$ cat src/rtl/decoder_stage_controller.sv
// rtl/decoder_stage_controller.sv - grow/merge stage sequencer for a PE array decoder (optional DECODE_CYCLE_COUNTER_EN)
module decoder_stage_controller #(
    parameter int PU_COUNT         = 64,
    parameter int MIN_MERGE_CYCLES = 3,
    parameter int MAX_ITERATIONS   = 16,
    parameter int ITER_WIDTH       = 5,
    localparam int STAGE_WIDTH     = 3,
    localparam logic [STAGE_WIDTH-1:0] STAGE_IDLE                = 3'd0,
    localparam logic [STAGE_WIDTH-1:0] STAGE_MEASUREMENT_LOADING = 3'd1,
    localparam logic [STAGE_WIDTH-1:0] STAGE_GROW                = 3'd2,
    localparam logic [STAGE_WIDTH-1:0] STAGE_MERGE               = 3'd3,
    localparam logic [STAGE_WIDTH-1:0] STAGE_RESULT_VALID        = 3'd4
) (
    input  logic                   clk,
    input  logic                   reset,
    input  logic                   start,
    input  logic [PU_COUNT-1:0]    busy_vector,
    input  logic [PU_COUNT-1:0]    odd_vector,
    output logic [STAGE_WIDTH-1:0] global_stage,
    output logic                   controller_busy,
    output logic                   result_valid,
    output logic [ITER_WIDTH-1:0]  iteration_count,
    output logic                   timeout_error,
    output logic [31:0]            cycle_count
);

    localparam int MC_W = (MIN_MERGE_CYCLES < 1) ? 1 : $clog2(MIN_MERGE_CYCLES + 1);
    localparam logic [MC_W-1:0] MC_MAX  = MC_W'(MIN_MERGE_CYCLES);
    localparam logic [MC_W-1:0] MC_EXIT = MC_W'((MIN_MERGE_CYCLES < 1) ? 0 : MIN_MERGE_CYCLES - 1);
    localparam logic [ITER_WIDTH-1:0] ITER_LIMIT = ITER_WIDTH'(MAX_ITERATIONS);

    typedef enum logic [STAGE_WIDTH-1:0] {
        S_IDLE         = STAGE_IDLE,
        S_LOAD         = STAGE_MEASUREMENT_LOADING,
        S_GROW         = STAGE_GROW,
        S_MERGE        = STAGE_MERGE,
        S_RESULT_VALID = STAGE_RESULT_VALID
    } state_t;

    state_t            state;
    state_t            next_state;
    logic [MC_W-1:0]   merge_counter;
    logic              any_busy;
    logic              any_odd;
    logic              merge_done;
    logic              accept;

    assign any_busy   = |busy_vector;
    assign any_odd    = |odd_vector;
    assign merge_done = (state == S_MERGE) && (merge_counter >= MC_EXIT) && !any_busy;
    assign accept     = (state == S_IDLE) && start;

    assign global_stage    = state;
    assign controller_busy = (state != S_IDLE);
    assign result_valid    = (state == S_RESULT_VALID);

    // Stage register; the broadcast stage comes straight from here.
    always_ff @(posedge clk) begin
        if (!reset) begin
            state <= S_IDLE;
        end else begin
            state <= next_state;
        end
    end

    // Next-stage selection: merge first after loading, grow while defects remain and budget allows.
    always_comb begin
        next_state = state;
        case (state)
            S_IDLE:         if (start) next_state = S_LOAD;
            S_LOAD:         next_state = S_MERGE;
            S_GROW:         next_state = S_MERGE;
            S_MERGE: begin
                if (merge_done) begin
                    if (any_odd && (iteration_count < ITER_LIMIT)) begin
                        next_state = S_GROW;
                    end else begin
                        next_state = S_RESULT_VALID;
                    end
                end
            end
            S_RESULT_VALID: next_state = S_IDLE;
            default:        next_state = S_IDLE;
        endcase
    end

    // Merge dwell counter, iteration count and timeout flag.
    always_ff @(posedge clk) begin
        if (!reset) begin
            merge_counter   <= '0;
            iteration_count <= '0;
            timeout_error   <= 1'b0;
        end else begin
            if (next_state == S_MERGE && state != S_MERGE) begin
                merge_counter <= '0;
            end else if (state == S_MERGE && merge_counter < MC_MAX) begin
                merge_counter <= merge_counter + 1'b1;
            end

            if (accept) begin
                iteration_count <= '0;
                timeout_error   <= 1'b0;
            end else if (next_state == S_GROW) begin
                iteration_count <= iteration_count + 1'b1;
            end

            // Leaving MERGE for the result with defects still present means the budget ran out.
            if (state == S_MERGE && next_state == S_RESULT_VALID) begin
                timeout_error <= any_odd;
            end
        end
    end

`ifdef DECODE_CYCLE_COUNTER_EN
    logic [31:0] cycle_reg;

    // Decode latency: cleared on accept, counts non-idle cycles, saturates.
    always_ff @(posedge clk) begin
        if (!reset) begin
            cycle_reg <= '0;
        end else if (state == S_IDLE) begin
            if (start) cycle_reg <= '0;
        end else if (cycle_reg != 32'hFFFF_FFFF) begin
            cycle_reg <= cycle_reg + 32'd1;
        end
    end

    assign cycle_count = cycle_reg;
`else
    assign cycle_count = 32'd0;
`endif

endmodule

$ cat config.mk
export PLATFORM = sky130hd
export DESIGN_NAME = decoder_stage_controller
export DESIGN_NICKNAME = d
export VERILOG_FILES = /design/src/rtl/decoder_stage_controller.sv
export SDC_FILE = /design/constraint.sdc
export NUM_CORES = 1
export LEC_CHECK = 0
export BUFFER_PORTS_ARGS = -buffer_cell sky130_fd_sc_hd__buf_2
export CORE_MARGIN = 10
export CORE_UTILIZATION = 30
export CTS_CLUSTER_DIAMETER = 30
export DETAILED_ROUTE_END_ITERATION = 6
export GPL_TIMING_DRIVEN = 0
export HOLD_SLACK_MARGIN = 0.03
export PLACE_DENSITY = 0.79
export REMOVE_ABC_BUFFERS = 1
export SYNTH_ARGS = -nofsm -noshare
export SYNTH_HDL_FRONTEND = slang
export SYNTH_SLANG_ARGS = --single-unit
$ cat constraint.sdc
create_clock -name clk -period 2.8 [get_ports clk]
set_clock_uncertainty 0.05 [all_clocks]
set_input_delay 0.28 -clock clk [delete_from_list [all_inputs] [get_ports clk]]
set_output_delay 0.28 -clock clk [all_outputs]
set_load 0.01 [all_outputs]
# Word level (Yosys, flattened, before mapping)
# Index checks and enable logic that the tools add are counted.
# word_totals
latchBits,0
mem_bits_rw,0
mem_bits_ro,0
in_bits,131
reg_bits,11
out_inout_bits,43
n_memories,0
word_cells,40
# op_classes
bitwise,1
shifts,0
n_eq_ne,8
n_mul,0
div_mod_pow,0
n_lt_le_gt_ge,3
mux,6
addsub,2
reduce_logical,16
# op_table
op,n
$reduce_or 64->1,2
$eq 3x2->1 const B,4
$mux 3,3
$pmux 3 s3,1
$logic_and 1x1->1,7
$eq 3x3->1 const B,2
$reduce_or 2->1,3
$add 5x1->5 const B,1
$lt 5x5->1 const B,1
$eq 3x1->1 const B,1
$logic_not 3->1,1
$ne 3x2->1 const B,1
$reduce_bool 3->1,1
$add 2x1->2 const B,1
$ge 2x2->1 const B,1
$lt 2x2->1 const B,1
$mux 1,2
$reduce_bool 2->1,1
$logic_not 1->1,1
$not 1->1,1

# Depth between registers and ports, before layout
# depth
ltp_word,8
depth_mapped,8
mapped_depth_nobuf,7

# Least setup slack after synthesis
# OpenSTA, ideal clock, no wires.
# synth_path
kind,register -> register
startpoint,register state[1] (netlist: global_stage[1])
endpoint,register timeout_error
path_buffers,1
required_ns,2.676
setup_time_ns,0.074
path_slack_ns,0.595
period_less_slack_ns,2.205
path_stages_with_launch,7
arrival_ns,2.081
cell_sequence,dfxtp_1 > nand2_1 > or4_1 > or4_1 > buf_2 > or4_1 > o21ai_0
# synth_between
elab_chain_cells,8
elab_cells_between_ends,15
classes_between,4 x eq/ne; 4 x mux; 7 x reduce/logical
# synth_lines
element,line_no,rtl
from (decl),40,state_t state;
from (signal assigned),62,state <= next_state;
$eq 3x2->1,"50, 69, 108",
$logic_and 1x1->1 (2 in a row),50,assign merge_done = (state == S_MERGE) && (merge_counter >= MC_EXIT) && !any_busy;
$mux 3,74,if (merge_done) begin
$pmux 3 s3,69,case (state)
$eq 3x3->1,108,if (state == S_MERGE && next_state == S_RESULT_VALID) begin
$logic_and 1x1->1,108,
$mux 1 or $reduce_bool 2->1 (tied branches),-,
to (signal assigned),109,timeout_error <= any_odd;
to (decl),23,"output logic timeout_error,"
# Parallel ways exist; a longest one is shown, timed or not.
# A chain may end at the register's enable or synchronous reset.

# Worst setup path in the final report
# layout_path
startpoint,register merge_counter[0]
endpoint,register iteration_count[1]
# layout_between
elab_chain_cells,6
# layout_lines
element,line_no,rtl
from (decl),42,logic [MC_W-1:0] merge_counter;
from (signal assigned),97,merge_counter <= merge_counter + 1'b1;
$ge 2x2->1,50,
$logic_and 1x1->1 (2 in a row),50,
$mux 3,74,
$pmux 3 s3,69,
$eq 3x2->1,103,end else if (next_state == S_GROW) begin
to (signal assigned),104,iteration_count <= iteration_count + 1'b1;
to (decl),22,"output logic [ITER_WIDTH-1:0] iteration_count,"
# Every way passes these cells.

==> results.sh <==
export IMPL_fmax_mhz=410
export IMPL_htree_levels=1
export IMPL_rsz0062_at_grt="no"
export IMPL_timing_rr_start="merge_counter[0]$_SDFFE_PP0P_"
export IMPL_final_common_cell="buf_2"
export IMPL_grt_max_degree=14
export IMPL_maxCapViolations=0
export IMPL_rrSetupSlack_ps=360
export IMPL_slew_viol_final=0
export IMPL_ys_types=29
export IMPL_syn_inst=165
export IMPL_fp_dieH_um=83.6
export IMPL_cts_root_buf="clkbuf_8"
export IMPL_drtIter0Drc=38
export IMPL_ios=174
export IMPL_post_cts_buffers=0
export IMPL_criticalPathCategory="flop to flop"
export IMPL_max_slew_margin_rel_pct=37.9
export IMPL_yosys_area_top_type_share_pct=24.7
export IMPL_clock_sinks=11
export IMPL_area_delta_synth_final_pct=55.7
export IMPL_yosysSeqAreaShare_pct=18.1
export IMPL_hpwl_um=5590
export IMPL_avgRoutedWirePerCell_um=16.7
export IMPL_finish_utilization_pct=47.6
export IMPL_core_rowCount=23
export IMPL_clk_latency_ps=230
export IMPL_wirelength_um=5940
export IMPL_cts_repair_resized=0
export IMPL_synth_area_leaders="nor4_1, buf_4, dfxtp_1"
export IMPL_grt_pass1_wl_um=9030
export IMPL_drc=0
export IMPL_grt_pass1_vias=1750
export IMPL_hold_viol=0
export IMPL_tritoncts="built"
export IMPL_ys_warn_count=0
export IMPL_ir_worst_vdd_v=0.000287
export IMPL_power_leakage_nw=0.953
export IMPL_yosys_area_top_type="nor4_1"
export IMPL_start_kind="flop"
export IMPL_crit_path_max_fanout=6
export IMPL_worst_pin_slew_ps=923
export IMPL_grt_use_total_pct=15.3
export IMPL_required_ps=2910
export IMPL_grt_remaining_overflow=0
export IMPL_die_w_um=83.6
export IMPL_ys_ff_latch=11
export IMPL_cp_end_kind="flop"
export IMPL_core_area_um2=3970
export IMPL_avgSynthCellArea_um2=7.36
export IMPL_grt_antenna_before_repair=0
export IMPL_portBuffers=141
export IMPL_vias=1733
export IMPL_nets=441
export IMPL_drtPass1Iterations=4
export IMPL_via_per_inst=4.87
export IMPL_fillers=425
export IMPL_gp_congestion=0.793
export IMPL_die_area_um2=6990
export IMPL_critPathArrivalTime_ps=2550
export IMPL_holdWs_ps=282
export IMPL_cts_path_max_buffers=2
export IMPL_cp_endpoint="iteration_count[1]$_SDFFE_PP0N_"
export IMPL_fin_crit_ps=2440
export IMPL_setup_tns_ps=0
export IMPL_clk_pin_slew_ps=50
export IMPL_n_antenna_cell=0
export IMPL_cts_made_buffers=3
export IMPL_layout_drive_gt1_share_pct=48.0
export IMPL_powerDensity_nw_per_um2=253
export IMPL_layout_common_cells="buf_2, nor4_1, conb_1"
export IMPL_cts_hold_buffers_added=0
export IMPL_reg2reg_to="iteration_count[1]$_SDFFE_PP0N_"
export IMPL_status="complete, no violations"
export IMPL_period_share_pct=87.0
export IMPL_worstSetupStartpoint="merge_counter[0]$_SDFFE_PP0P_"
export IMPL_antenna_left=0
export IMPL_initial_core_util_pct=30.6
export IMPL_report_final_setup_viol=0
export IMPL_r2r_cells=7
export IMPL_synth_area_um2=1210
export IMPL_hold_path_class="input port to flop"
==> cell type report <==
class                      count  area, um2  area share, %
tap                           50       62.6           3.31
timing repair buffer         141        706           37.3
sequential                    11        220           11.6
inverter                       4       15.0          0.794
multi-input combinational    146        843           44.6
clock buffer                   4       45.0           2.38
==> report_power, final <==
part	internal, mW	switching (mW)
logic	0.0810	0.0809
clock network	0.0995	0.0543
registers	0.160	0.00261
total	0.341	0.138
==> layer usage <==
metal | up-vias | GRT usage, % | share of wire [%]
li1 | 877 | - | -
met1 | 770 | 16.1 | 36
met5 | - | 0 | 0
met3 | 2 | 5.37 | 10
met4 | 0 | 1.37 | 0.12
met2 | 84 | 29.3 | 53
==> Yosys cell counts <==
library cell,number
o211a_1,1
nand3b_1,1
nor2_1,4
and3_1,1
nand3_1,2
conb_1,1
or4_1,4
nor4_1,48
inv_1,4
buf_2,1
or3_1,2
nor4_2,1
buf_4,32
o22ai_1,1
o21a_1,1
or3_2,1
nand2b_1,3
or4_2,1
dfxtp_1,11
o21ai_0,4
nor3_1,4
clkbuf_1,2
a21oi_1,2
nand2_1,9
nand4_1,12
ha_1,3
and2_1,4
mux2i_1,4
a2111oi_0,1
==> state kept, by name, summed over array words and instances (netlist names) <==
name / count
iteration_count: 5
timeout_error: 1
merge_counter: 2
global_stage: 3
==> worst max-delay path, cell delays in order, from the launching register on <==
cell     delay (ps)
dfxtp_1         330
inv_1            90
ha_1            150
nor2_1           40
or4_1           380
or4_1           640
nor4_2          440
mux2i_1         240
==> cells by family after synthesis <==
group | after synthesis | synth area share (%)
and+or+nand+nor | 97 | 48.0
buffers and inverters | 39 | 22.0
DFF | 11 | 18.1
AOI/OAI and AO/OA | 10 | 5.15
muxes | 4 | 3.30
adders and majority gates | 3 | 3.09
other | 1 | 0.309
==> how the worst min path moves through the flow <==
stage	to	from	cells past startpoint
finish	merge_counter[1]$_SDFFE_PP0P_	reset	2
global route	merge_counter[0]$_SDFFE_PP0P_	reset	2
CTS	merge_counter[0]$_SDFFE_PP0P_	reset	2
detailed placement	timeout_error$_SDFFE_PN0P_	timeout_error$_SDFFE_PN0P_	2
global placement	timeout_error$_SDFFE_PN0P_	timeout_error$_SDFFE_PN0P_	2
floorplan	global_stage[2]$_SDFF_PN0_	reset	1
==> metrics by stage <==
step | setup slack (ps) | power (mW) | std cells | area (um2)
2_1_floorplan | 615 | 0.215 | 161 | 1080
3_3_place_gp | 451 | 0.322 | 352 | 1850
3_5_place_dp | 371 | 0.325 | 352 | 1850
4_1_cts | 354 | 0.481 | 356 | 1890
5_1_grt | 230 | 0.511 | 356 | 1890
6_report | 363 | 0.479 | 356 | 1890
No activity file was read; power rests on OpenSTA's default activity.
